===== src/rtl/mmio_uart_tx.sv =====
// mmio_uart_tx: memory-mapped 8N1 UART transmitter for the CPU data bus.
// A two-word register window (TXDATA, STATUS) sits at BASE_ADDR. Bytes are
// queued in a small FIFO and shifted out LSB first on Tx.
// Optional build macro UART_PARITY_EN adds an even-parity bit before the
// stop bit and reports it in STATUS bit4.
module mmio_uart_tx #(
  parameter logic [31:0] BASE_ADDR    = 32'h0000_1000,
  parameter int          CLKS_PER_BIT = 16,
  parameter int          FIFO_DEPTH   = 4
) (
  input  logic        Clk,
  input  logic        Reset,
  input  logic [31:0] Address,
  input  logic [31:0] WriteData,
  input  logic        MemWrite,
  output logic [31:0] ReadData,
  output logic        Tx,
  output logic        Busy
);

  localparam int PTR_W  = $clog2(FIFO_DEPTH);
  localparam int CNT_W  = PTR_W + 1;
  localparam int BAUD_W = $clog2(CLKS_PER_BIT);

  localparam logic [CNT_W-1:0]  CNT_FULL  = CNT_W'(FIFO_DEPTH);
  localparam logic [BAUD_W-1:0] BAUD_LAST = BAUD_W'(CLKS_PER_BIT - 1);

`ifdef UART_PARITY_EN
  localparam logic PARITY_ON = 1'b1;
`else
  localparam logic PARITY_ON = 1'b0;
`endif

  typedef enum logic [2:0] {
    S_IDLE,
    S_START,
    S_DATA,
`ifdef UART_PARITY_EN
    S_PARITY,
`endif
    S_STOP
  } state_t;

  // Register window decode
  logic hit;
  logic sel_txdata;
  logic sel_status;
  logic push_req;
  logic clr_ovf;

  // FIFO state
  logic [7:0]       fifo_mem [FIFO_DEPTH];
  logic [PTR_W-1:0] wr_ptr;
  logic [PTR_W-1:0] rd_ptr;
  logic [CNT_W-1:0] count;
  logic             full;
  logic             empty;
  logic             push;
  logic             pop;
  logic             overflow;

  // Serialiser state
  state_t            state;
  logic [BAUD_W-1:0] baud_cnt;
  logic              baud_last;
  logic [2:0]        bit_idx;
  logic [7:0]        shift_reg;
  logic              tx_q;
`ifdef UART_PARITY_EN
  logic              parity_q;
`endif

  // Address bits [1:0] and the upper store-data bits carry no meaning here.
  logic unused_bits;
  assign unused_bits = ^{Address[1:0], WriteData[31:8]};

  assign hit        = (Address[31:3] == BASE_ADDR[31:3]);
  assign sel_txdata = hit && !Address[2];
  assign sel_status = hit &&  Address[2];
  assign push_req   = MemWrite && sel_txdata;
  assign clr_ovf    = MemWrite && sel_status && WriteData[3];

  assign full  = (count == CNT_FULL);
  assign empty = (count == '0);

  // A write into a full FIFO is dropped even if a pop frees a slot at the
  // same edge: fullness is judged on the pre-edge count.
  assign push = push_req && !full;
  assign pop  = (state == S_IDLE) && !empty;

  assign baud_last = (baud_cnt == BAUD_LAST);

  // FIFO pointers, occupancy and sticky overflow flag
  always_ff @(posedge Clk or negedge Reset) begin
    // NOTE: sequential state uses non-blocking assignments so every register
    // samples pre-edge values regardless of statement order.
    if (!Reset) begin
      wr_ptr   <= '0;
      rd_ptr   <= '0;
      count    <= '0;
      overflow <= 1'b0;
    end else begin
      if (push) wr_ptr <= wr_ptr + PTR_W'(1);
      if (pop)  rd_ptr <= rd_ptr + PTR_W'(1);
      case ({push, pop})
        2'b10:   count <= count + CNT_W'(1);
        2'b01:   count <= count - CNT_W'(1);
        default: count <= count;
      endcase
      if (push_req && full) overflow <= 1'b1;
      else if (clr_ovf)     overflow <= 1'b0;
    end
  end

  // FIFO storage array
  always_ff @(posedge Clk) begin
    // NOTE: the storage array has no reset; count and pointers alone decide
    // which entries are valid, so stale contents are never observed.
    if (push) fifo_mem[wr_ptr] <= WriteData[7:0];
  end

  // Transmit FSM: baud timing, shift register and registered Tx
  always_ff @(posedge Clk or negedge Reset) begin
    if (!Reset) begin
      state     <= S_IDLE;
      baud_cnt  <= '0;
      bit_idx   <= '0;
      shift_reg <= '0;
      tx_q      <= 1'b1;
`ifdef UART_PARITY_EN
      parity_q  <= 1'b0;
`endif
    end else begin
      if (state != S_IDLE) baud_cnt <= baud_last ? '0 : baud_cnt + BAUD_W'(1);

      case (state)
        S_IDLE: begin
          tx_q <= 1'b1;
          if (pop) begin
            shift_reg <= fifo_mem[rd_ptr];
`ifdef UART_PARITY_EN
            parity_q  <= ^fifo_mem[rd_ptr];
`endif
            baud_cnt  <= '0;
            tx_q      <= 1'b0;
            state     <= S_START;
          end
        end

        S_START: begin
          if (baud_last) begin
            bit_idx <= '0;
            tx_q    <= shift_reg[0];
            state   <= S_DATA;
          end
        end

        S_DATA: begin
          if (baud_last) begin
            if (bit_idx == 3'd7) begin
`ifdef UART_PARITY_EN
              tx_q  <= parity_q;
              state <= S_PARITY;
`else
              tx_q  <= 1'b1;
              state <= S_STOP;
`endif
            end else begin
              shift_reg <= shift_reg >> 1;
              tx_q      <= shift_reg[1];
              bit_idx   <= bit_idx + 3'd1;
            end
          end
        end

`ifdef UART_PARITY_EN
        S_PARITY: begin
          if (baud_last) begin
            tx_q  <= 1'b1;
            state <= S_STOP;
          end
        end
`endif

        S_STOP: begin
          if (baud_last) begin
            tx_q  <= 1'b1;
            state <= S_IDLE;
          end
        end

        default: begin
          tx_q  <= 1'b1;
          state <= S_IDLE;
        end
      endcase
    end
  end

  assign Tx   = tx_q;
  assign Busy = (state != S_IDLE) || !empty;

  // Status read path, muxed by the top level with data-memory read data
  always_comb begin
    // NOTE: defaulting ReadData first keeps every path assigned, so no latch
    // is inferred for addresses outside the STATUS register.
    ReadData = '0;
    if (sel_status) begin
      ReadData[0] = full;
      ReadData[1] = empty;
      ReadData[2] = (state != S_IDLE);
      ReadData[3] = overflow;
      ReadData[4] = PARITY_ON;
    end
  end

endmodule


===== config.mk =====
export PLATFORM = sky130hd
export DESIGN_NAME = mmio_uart_tx
export DESIGN_NICKNAME = d
export VERILOG_FILES = /design/src/rtl/mmio_uart_tx.sv
export SDC_FILE = /design/constraint.sdc
export NUM_CORES = 1
export LEC_CHECK = 0
export BUFFER_PORTS_ARGS = -buffer_cell sky130_fd_sc_hd__buf_2
export CORE_MARGIN = 8
export CORE_UTILIZATION = 25
export DETAILED_ROUTE_END_ITERATION = 16
export GPL_ROUTABILITY_DRIVEN = 0
export SYNTH_ARGS = -nofsm -noshare
export SYNTH_HDL_FRONTEND = slang
export SYNTH_SLANG_ARGS = --single-unit

===== constraint.sdc =====
create_clock -name Clk -period 3.4 [get_ports Clk]
set_clock_uncertainty 0.1 [all_clocks]
set_input_delay 0.68 -clock Clk [delete_from_list [all_inputs] [get_ports Clk]]
set_output_delay 0.68 -clock Clk [all_outputs]
set_load 0.05 [all_outputs]

==> results.ini <==
[drt]
routed_wl_um = 5400
drc_errors = 0
avgRoutedWirePerCell_um = 12.8
first_pass_iters = 4
drtIter0Drc = 20
vias_per_cell = 4.11
ant_nets = 0
num_vias = 1734

[layout]
drive_gt1_frac = 0.364
final_cell_mix = buf_2 (46), edfxtp_1 (32), conb_1 (28)
final_common_cell = buf_2
diodes = 0
n_fill_cell = 1164
multi_input_area_um2 = 1210
area_delta_synth_final_pct = 19.3
postLayoutCellArea_um2 = 3590
ff_latch_area_um2 = 1610
largest_register_ff_count = 32
fin_nets = 351

[global_routing]
grt.overflow.total = 0
met2_usage = 0.121
grt_pass1_wl_um = 9030
antenna_found_initial = 0
grt_max_degree = 27
grt_use_met1 = 0.0770
gr-max-usage-layer = met2
grt_pass1_vias = 1829
grt_usage = 0.0723
met3_usage = 0.0304

[power_and_ir_drop]
p_clk_frac = 0.511
seqPwrFrac = 0.427
powerDensity_nw_per_um2 = 485
pwr-share-comb = 0.062
ir_worst_vdd_uv = 433
intPower_w = 0.00133
switching_share = 0.235
switchingPower_w = 0.000409
leakagePower_nw = 1.49

[worst_setup_path]
crit_path_end_kind = output pin
cp_num_buf_inv = 2
rrSetupSlack_ns = 0.86
crit_type = in -> out
r2r_cells = 9
crit_path_cell_trace = buf_2, nor4_2, nand4_2, or3_1, nor4_2, buf_2
critPathArrivalTime_ns = 2.22
start_kind = input port
cp.depth = 6
cp.required_ns = 2.62
critPathTopFamily = simple AND/OR/NAND/NOR gates
slowest_delay_ns = 0.48
worstPathMaxFanout = 4
cp_slowest_cell = or3_1

[logic_synthesis]
synth_area_um2 = 3010
synth_warnings = 0
syn_avg_cell_area_um2 = 13.7
yosys.area.top_type = edfxtp_1
synth_top_area_share = 0.319
ys_seq_area_frac = 0.536
synthCells = 220
async_reset_ff_frac = 0.448
synth-seq-cells = 58
synth_edf_count = 32
synth.distinct_cells = 40
yosys-top-cells-area = edfxtp_1 (32%), dfrtp_1 (21%), buf_4 (7.0%)
synth_ff_type = edfxtp_1

[floorplanning]
fp.dieH_um = 126
rows = 40
initial_core_util = 0.254
die-width_um = 126
ios = 101
core_area_um2 = 11900
die_area_um2 = 15800

[cts]
clock_path_buffers = 2
post_cts_resized = 0
htreeDepth = 3
cts_sinks = 58
clk_latency_ns = 0.32
cts_made_buffers = 9
cts_tree = yes
root_buffer = clkbuf_16
ctsHoldBuffers = 0
cts_setup_buffers = 0
clkTransAtPathRegs_ns = 0.05

[place]
hpwl_um = 4040
placed_area_um2 = 3280
portBuffers = 46

[worst_hold_path]
hold_path.class = in -> async

[timing]
fin_crit_sh = 0.883
tightest_slew_ns = 0.648
fin_setup_tns_ns = 0
rsz0062_at_grt = false
min_period_ns = 3.00
setup-violations-final = 0
final-hold-violation-count = 0
max_freq_ghz = 0.333
finalMaxSlewViolations = 0
max_slew_margin = 0.568

[job]
maxCapViolations = 0

[status]
status = complete, no violations

==> layer usage <==
metal / share of wire / wire length (um)
met3: 0.074 / 399
met5: 0 / 0
met1: 0.41 / 2240
met2: 0.49 / 2670
met4: 0.016 / 89
==> worst paths after layout <==
kind | from | endpoint
min reg2reg | shift_reg[2] | shift_reg[2]
min | Reset | shift_reg[1]
max reg2reg | state[0] | count[2]
max | Address[19] | ReadData[1]
min in group Clk | shift_reg[2] | shift_reg[2]
max in group asynchronous | Reset | baud_cnt[1]
==> stage by stage <==
stage / util / total power, W / setup WS [ns] / cells / hold slack, ns
floorplan: - / 0.000854 / 0.160 / 247 / 0.284
CTS: 0.303 / 0.00176 / 0.357 / 422 / 0.281
finish: 0.303 / 0.00174 / 0.397 / 422 / 0.258
global placement: 0.277 / 0.000863 / 0.392 / 406 / 0.384
detailed placement: 0.277 / 0.000865 / 0.364 / 406 / 0.392
global route: 0.303 / 0.00180 / 0.263 / 422 / 0.305
==> synth_stat cells (2+ instances only) <==
| cell type | number |
|---|---|
| edfxtp_1 | 32 |
| buf_4 | 28 |
| dfrtp_1 | 25 |
| mux2_2 | 17 |
| ha_1 | 13 |
| inv_1 | 12 |
| nand2_1 | 9 |
| mux4_2 | 8 |
| o21ai_0 | 7 |
| nor2_1 | 6 |
| nor4_2 | 6 |
| and2_1 | 5 |
| clkbuf_1 | 5 |
| a22o_1 | 4 |
| nor3_1 | 4 |
| xnor2_1 | 4 |
| a21oi_1 | 3 |
| nand3_1 | 3 |
| xor2_1 | 3 |
| mux2i_1 | 2 |
| nand4_2 | 2 |
| nor2b_1 | 2 |
| o31ai_1 | 2 |
| or3_1 | 2 |
==> power groups by stage <==
stage	combinational (W)	sequential [W]	clock, W
global route	0.000115	0.000743	0.000945
detailed placement	0.000107	0.000757	0
floorplan	0.0000965	0.000758	0
finish	0.000108	0.000744	0.000890
global placement	0.000106	0.000757	0
CTS	0.000107	0.000744	0.000911
==> cells by family after synthesis <==
group	share of synthesized area
DFF	0.536
other	0.00125
and+or+nand+nor	0.113
buffers and inverters	0.0948
adders and majority gates	0.0607
muxes	0.135
xor gates and xnor gates	0.0204
AOI/OAI and AO/OA	0.0391
==> final cells by class <==
type	instances	share of cell area
Inverter	12	0.0126
Sequential cell	58	0.449
Timing Repair Buffer	46	0.0642
Clock inverter	7	0.0220
Clock buffer	9	0.0628
Tap cell	147	0.0513
Multi-Input combinational cell	143	0.338
(Power assumes the default switching activity.)
